<file path="src/rtl/rr_arbiter_4_pkg.sv">
// Shared definitions for the four-way round-robin arbiter and its bench.
package rr_arbiter_4_pkg;

  localparam int N_REQ = 4;
  localparam int IDX_W = 2;

  typedef enum logic {
    ST_IDLE = 1'b0,
    ST_BUSY = 1'b1
  } state_e;

  // Why a grant ended; REL_NONE marks cycles with no release.
  typedef enum logic [1:0] {
    REL_NONE  = 2'd0,
    REL_DONE  = 2'd1,
    REL_ABORT = 2'd2,
    REL_TMO   = 2'd3
  } rel_e;

  function automatic logic [N_REQ-1:0] idxToOneHot(input logic [IDX_W-1:0] idx);
    return N_REQ'(1) << idx;
  endfunction

endpackage

</file>
<file path="src/rtl/rr_arbiter_4_pick4.sv">
// Combinational round-robin picker: first set request at or after ptr, wrapping.
module rr_pick4
  import rr_arbiter_4_pkg::*;
(
  input  logic [N_REQ-1:0] req_i,
  input  logic [IDX_W-1:0] ptr_i,
  output logic             valid_o,
  output logic [IDX_W-1:0] pick_o
);

  // Walk the search order backwards so the candidate nearest ptr wins last.
  always_comb begin
    valid_o = |req_i;
    pick_o  = ptr_i;
    for (int k = N_REQ - 1; k >= 0; k--) begin
      if (req_i[ptr_i + IDX_W'(k)]) pick_o = ptr_i + IDX_W'(k);
    end
  end

endmodule

</file>
<file path="src/rtl/rr_arbiter_4.sv">
// Four-way round-robin arbiter with done/abort/hold-timeout release of the grant.
module rr_arbiter_4
  import rr_arbiter_4_pkg::*;
#(
  parameter int MAX_HOLD = 8,
  parameter int CNT_W    = 4
) (
  input  logic                 clk1,
  input  logic                 clr,
  input  logic [N_REQ-1:0]     req,
  input  logic                 done,
  output logic [N_REQ-1:0]     grant,
  output logic [IDX_W-1:0]     grant_id,
  output logic                 busy,
  output logic                 timeout
);

  localparam bit              TMO_EN    = (MAX_HOLD != 0);
  localparam logic [CNT_W-1:0] HOLD_LAST = CNT_W'((MAX_HOLD > 0) ? MAX_HOLD - 1 : 0);
  localparam logic [CNT_W-1:0] CNT_MAX   = '1;

  state_e             state_q, state_d;
  logic [N_REQ-1:0]   grant_q, grant_d;
  logic [IDX_W-1:0]   grantId_q, grantId_d;
  logic [IDX_W-1:0]   ptr_q, ptr_d;
  logic [CNT_W-1:0]   holdCnt_q, holdCnt_d;
  logic               timeout_q, timeout_d;

  logic               pickValid;
  logic [IDX_W-1:0]   pickIdx;

  rr_pick4 u_pick (
    .req_i   (req),
    .ptr_i   (ptr_q),
    .valid_o (pickValid),
    .pick_o  (pickIdx)
  );

  // Next-state logic: grant from IDLE, release from BUSY in done > abort > timeout order.
  always_comb begin
    state_d   = state_q;
    grant_d   = grant_q;
    grantId_d = grantId_q;
    ptr_d     = ptr_q;
    holdCnt_d = holdCnt_q;
    timeout_d = 1'b0;
    case (state_q)
      ST_IDLE: begin
        if (pickValid) begin
          state_d   = ST_BUSY;
          grant_d   = idxToOneHot(pickIdx);
          grantId_d = pickIdx;
          holdCnt_d = '0;
        end
      end
      ST_BUSY: begin
        if (done || !req[grantId_q] || (TMO_EN && (holdCnt_q == HOLD_LAST))) begin
          state_d   = ST_IDLE;
          grant_d   = '0;
          ptr_d     = grantId_q + IDX_W'(1);
          timeout_d = !done && req[grantId_q];
        end else if (holdCnt_q != CNT_MAX) begin
          holdCnt_d = holdCnt_q + CNT_W'(1);
        end
      end
    endcase
  end

  // State registers; clr drops any grant immediately without a timeout pulse.
  always_ff @(posedge clk1) begin
    if (clr) begin
      state_q   <= ST_IDLE;
      grant_q   <= '0;
      grantId_q <= '0;
      ptr_q     <= '0;
      holdCnt_q <= '0;
      timeout_q <= 1'b0;
    end else begin
      state_q   <= state_d;
      grant_q   <= grant_d;
      grantId_q <= grantId_d;
      ptr_q     <= ptr_d;
      holdCnt_q <= holdCnt_d;
      timeout_q <= timeout_d;
    end
  end

  assign grant    = grant_q;
  assign grant_id = grantId_q;
  assign busy     = |grant_q;
  assign timeout  = timeout_q;

endmodule

</file>
<file path="config.mk">
export PLATFORM = sky130hd
export DESIGN_NAME = rr_arbiter_4
export DESIGN_NICKNAME = d
export VERILOG_FILES = /design/src/rtl/rr_arbiter_4_pkg.sv /design/src/rtl/rr_arbiter_4_pick4.sv /design/src/rtl/rr_arbiter_4.sv
export SDC_FILE = /design/constraint.sdc
export NUM_CORES = 1
export LEC_CHECK = 0
export ABC_AREA = 1
export BUFFER_PORTS_ARGS = -buffer_cell sky130_fd_sc_hd__buf_4
export CORE_AREA = 2 2 44 46
export CTS_BUF_LIST = sky130_fd_sc_hd__clkbuf_8
export CTS_CLUSTER_SIZE = 10
export DETAILED_ROUTE_END_ITERATION = 10
export DIE_AREA = 0 0 46 48
export GPL_TIMING_DRIVEN = 0
export PLACE_DENSITY = 0.75
export SYNTH_ARGS = -nofsm -noshare
export SYNTH_HDL_FRONTEND = slang
export SYNTH_SLANG_ARGS = --single-unit
</file>
<file path="constraint.sdc">
create_clock -name clk1 -period 1.3 [get_ports clk1]
set_clock_uncertainty 0.05 [all_clocks]
set_input_delay 0.195 -clock clk1 [delete_from_list [all_inputs] [get_ports clk1]]
set_output_delay 0.195 -clock clk1 [all_outputs]
set_load 0.02 [all_outputs]
</file>
==> results.sh <==
export IMPL_crit_type="reg -> reg"
export IMPL_status="finished with violations"
export IMPL_viasPerCell=5.75
export IMPL_track_usage_pct=23.3
export IMPL_rsz0062_at_grt="yes"
export IMPL_required_ns=1.43
export IMPL_synth_compound_area_share_pct=15.8
export IMPL_holdCritStartpoint="done"
export IMPL_dp_cells=161
export IMPL_swShare_pct=39.4
export IMPL_drt_wl_total_um=2500
export IMPL_core_area_mm2=0.00169
export IMPL_cts_sinks=14
export IMPL_layout_commonest_cell="nand2_2"
export IMPL_synth_fa_ha_area_share_pct=1.49
export IMPL_combPwrFrac_pct=46.1
export IMPL_drive_above_1_share_pct=59.0
export IMPL_p_switching_mw=0.718
export IMPL_synth_area_leader_cell="dfxtp_1"
export IMPL_syn_nets=139
export IMPL_ys_seq_area_share_pct=33.3
export IMPL_setup_viol=12
export IMPL_hold_violations=0
export IMPL_routabilityCongestion=0.721
export IMPL_drtIter0Drc=22
export IMPL_numCtsBuffers=3
export IMPL_start_util_pct=49.8
export IMPL_critical_path_most_common_cell="nand2_2"
export IMPL_die_area_mm2=0.00221
export IMPL_path_cells="buf_6 > inv_8 > nand2_2 > nand2_2 > nand2_2 > nand2_1 > inv_1 > nand2_2 > nand2_2 > nand2_2 > nand2_4 > nand3_2 > a21oi_2"
export IMPL_r2r_end="grant[3]"
export IMPL_synthMuxAreaShare_pct=0
export IMPL_cts_buffer_depth=2
export IMPL_clock_root_buffer="clkbuf_8"
export IMPL_yosysWarnings=0
export IMPL_clk_pin_slew_ns=0.06
export IMPL_area_growth_pct=54.9
export IMPL_slew_viol_final=0
export IMPL_synthFlopType="dfxtp_1"
export IMPL_htree_levels=1
export IMPL_antenna_found_initial=0
export IMPL_fp_row_count=15
export IMPL_yosys_register_bits=14
export IMPL_fin_ws_ns=-0.214
export IMPL_synth_top_cell_area_share_pct=33.3
export IMPL_hold_depth=4
export IMPL_final_cell_mix="23 x nand2_2, 17 x nand2_1, 17 x buf_4, 12 x inv_1, 11 x nand3_2"
export IMPL_hpwlAfterDp_um=1410
export IMPL_portBuffers=13
export IMPL_synth_area_leaders="dfxtp_1 33%, nand2_1 16%, nand3_1 12%"
export IMPL_crit_arrival_ns=1.64
export IMPL_synthXorXnorAreaFrac_pct=1.04
export IMPL_die_y_um=48
export IMPL_worstMarginPinSlew_ns=0.431
export IMPL_crit_family="simple AND/OR/NAND/NOR gates"
export IMPL_vias=995
export IMPL_reg2reg_from="ptr_q[0]"
export IMPL_ys_types=21
export IMPL_p_int_mw=1.10
export IMPL_fp_dieW_um=46
export IMPL_worstPathBufferInverterCount=3
export IMPL_place_ws_ns=-0.159
export IMPL_cp_slowest_stage_delay_ns=0.34
export IMPL_final_cells=173
export IMPL_cp_depth=13
export IMPL_min_to="timeout"
export IMPL_syn_area_um2=841
export IMPL_grt_pass1_wl_um=3560
export IMPL_crit_fanout=6
export IMPL_cts_tree="yes"
export IMPL_drtPass1Iterations=4
export IMPL_holdWs_ns=0.172
export IMPL_seq_power_share_pct=30.3
export IMPL_violations="setup timing"
export IMPL_synth_edf_count=0
export IMPL_final_nets=165
export IMPL_end_kind="flop"
export IMPL_cp_start_kind="flop"
export IMPL_reg2regPathDepth=13
export IMPL_diodes=0
export IMPL_drtAntennaViolNets=0
export IMPL_wire_per_inst_um=14.4
export IMPL_overflow=0
export IMPL_rrSetupSlack_ns=-0.21
export IMPL_fmax_ghz=0.660
export IMPL_fin_crit_sh_pct=116
export IMPL_hold_class="in -> reg"
export IMPL_peakVddDrop_v=0.00109
export IMPL_synthCells=131
export IMPL_avgSynthCellArea_um2=6.42
export IMPL_power_frac_clock_pct=23.6
export IMPL_p_per_area_mw_per_mm2=1400
export IMPL_layout_min_cycle_time_ns=1.51
export IMPL_grt_max_degree=11
export IMPL_p_leak_nw=0.591
export IMPL_yosys_area_share_simple_pct=38.4
export IMPL_ioPinCount=15
export IMPL_synth_top_family_by_area="simple AND/OR/NAND/NOR gates"
export IMPL_drc=0
export IMPL_clk_latency_ns=0.25
export IMPL_cp_slowest_cell="dfxtp_2"
export IMPL_p_total_mw=1.82
export IMPL_slew_limit_headroom_pct=71.3
export IMPL_grt_pass1_vias=866
export IMPL_cap_viol_max_count=0
export IMPL_final_util_pct=77.1
export IMPL_async_flop_share_pct=0
==> cells by family (layout without fill, tap and decap cells) <==
group,Yosys count,count (layout)
simple gates,72,73
compound gates,24,24
buf+inv,19,43
flops,14,14
fa+ha+maj,1,1
xor+xnor,1,1
==> flip-flops by register name (all words and copies together), names as in the netlist <==
signal and flops:
grant 4, holdCnt_q 4, grant_id 2, ptr_q 2
state_q 1, timeout 1
==> per-stage QoR <==
step / instance area, µm² / setup TNS, ns
6_report: 1300 / -1.45
5_1_grt: 1300 / -2.42
4_1_cts: 1180 / -0.840
3_5_place_dp: 962 / -0.934
3_3_place_gp: 962 / -0.549
2_1_floorplan: 843 / -0.00295
==> what timing repair did <==
item                                    4_1_cts  5_1_grt
hold buffers                                  0        0
pin swaps                                    20       11
resized for setup                            44       26
gates cloned                                  2        0
setup buffers                                 3        3
endpoints found under the setup margin       14       15
==> worst max path at each step <==
stage	from	slack [ns]	endpoint
after floorplan	ptr_q[0]	-0.003	grant_id[0]
after global placement	ptr_q[0]	-0.11	grant[1]
after detailed placement	ptr_q[0]	-0.16	grant_id[0]
after CTS	grant[3]	-0.18	busy
after global routing	ptr_q[0]	-0.27	grant[1]
final	ptr_q[0]	-0.21	grant[3]
==> cell usage after synthesis, types with 2 or more instances <==
library cell and instances:
nand3_1 20, nand2_2 8, a21oi_1 13, inv_1 14, nand2_1 36, inv_2 2
o21ai_0 5, nor2_1 5, dfxtp_1 14, o21ai_1 3
==> layout make-up <==
class	count	area, µm²
Buffer	2	15.0
Clock buffer	4	55.1
Fill cell	127	387
Inverter	17	73.8
Multi-Input combinational cell	99	683
Sequential cell	14	293
Tap cell	17	21.3
Timing Repair Buffer	20	161
==> power groups by stage <==
stage / Clock [mW] / Sequential [mW] / Combinational (mW)
after floorplan: 0 / 0.568 / 0.380
after CTS: 0.433 / 0.542 / 0.690
after global placement: 0 / 0.537 / 0.553
final: 0.430 / 0.552 / 0.841
after detailed placement: 0 / 0.540 / 0.564
after global routing: 0.454 / 0.558 / 0.908
==> tightest hold or removal path: stages <==
cell     delay, ns
buf_4         0.08
a21oi_2       0.04
nand2_1       0.06
nor2_1        0.04
==> per-layer routing <==
metal | vias up | track usage [%] | share of wire, %
li1 | 486 | - | -
met1 | 476 | 24.5 | 38
met2 | 24 | 43.1 | 56
met3 | 9 | 3.40 | 2.8
met4 | 0 | 14.9 | 3.2
met5 | - | 0 | 0
Power figures use the tool's default switching activity.
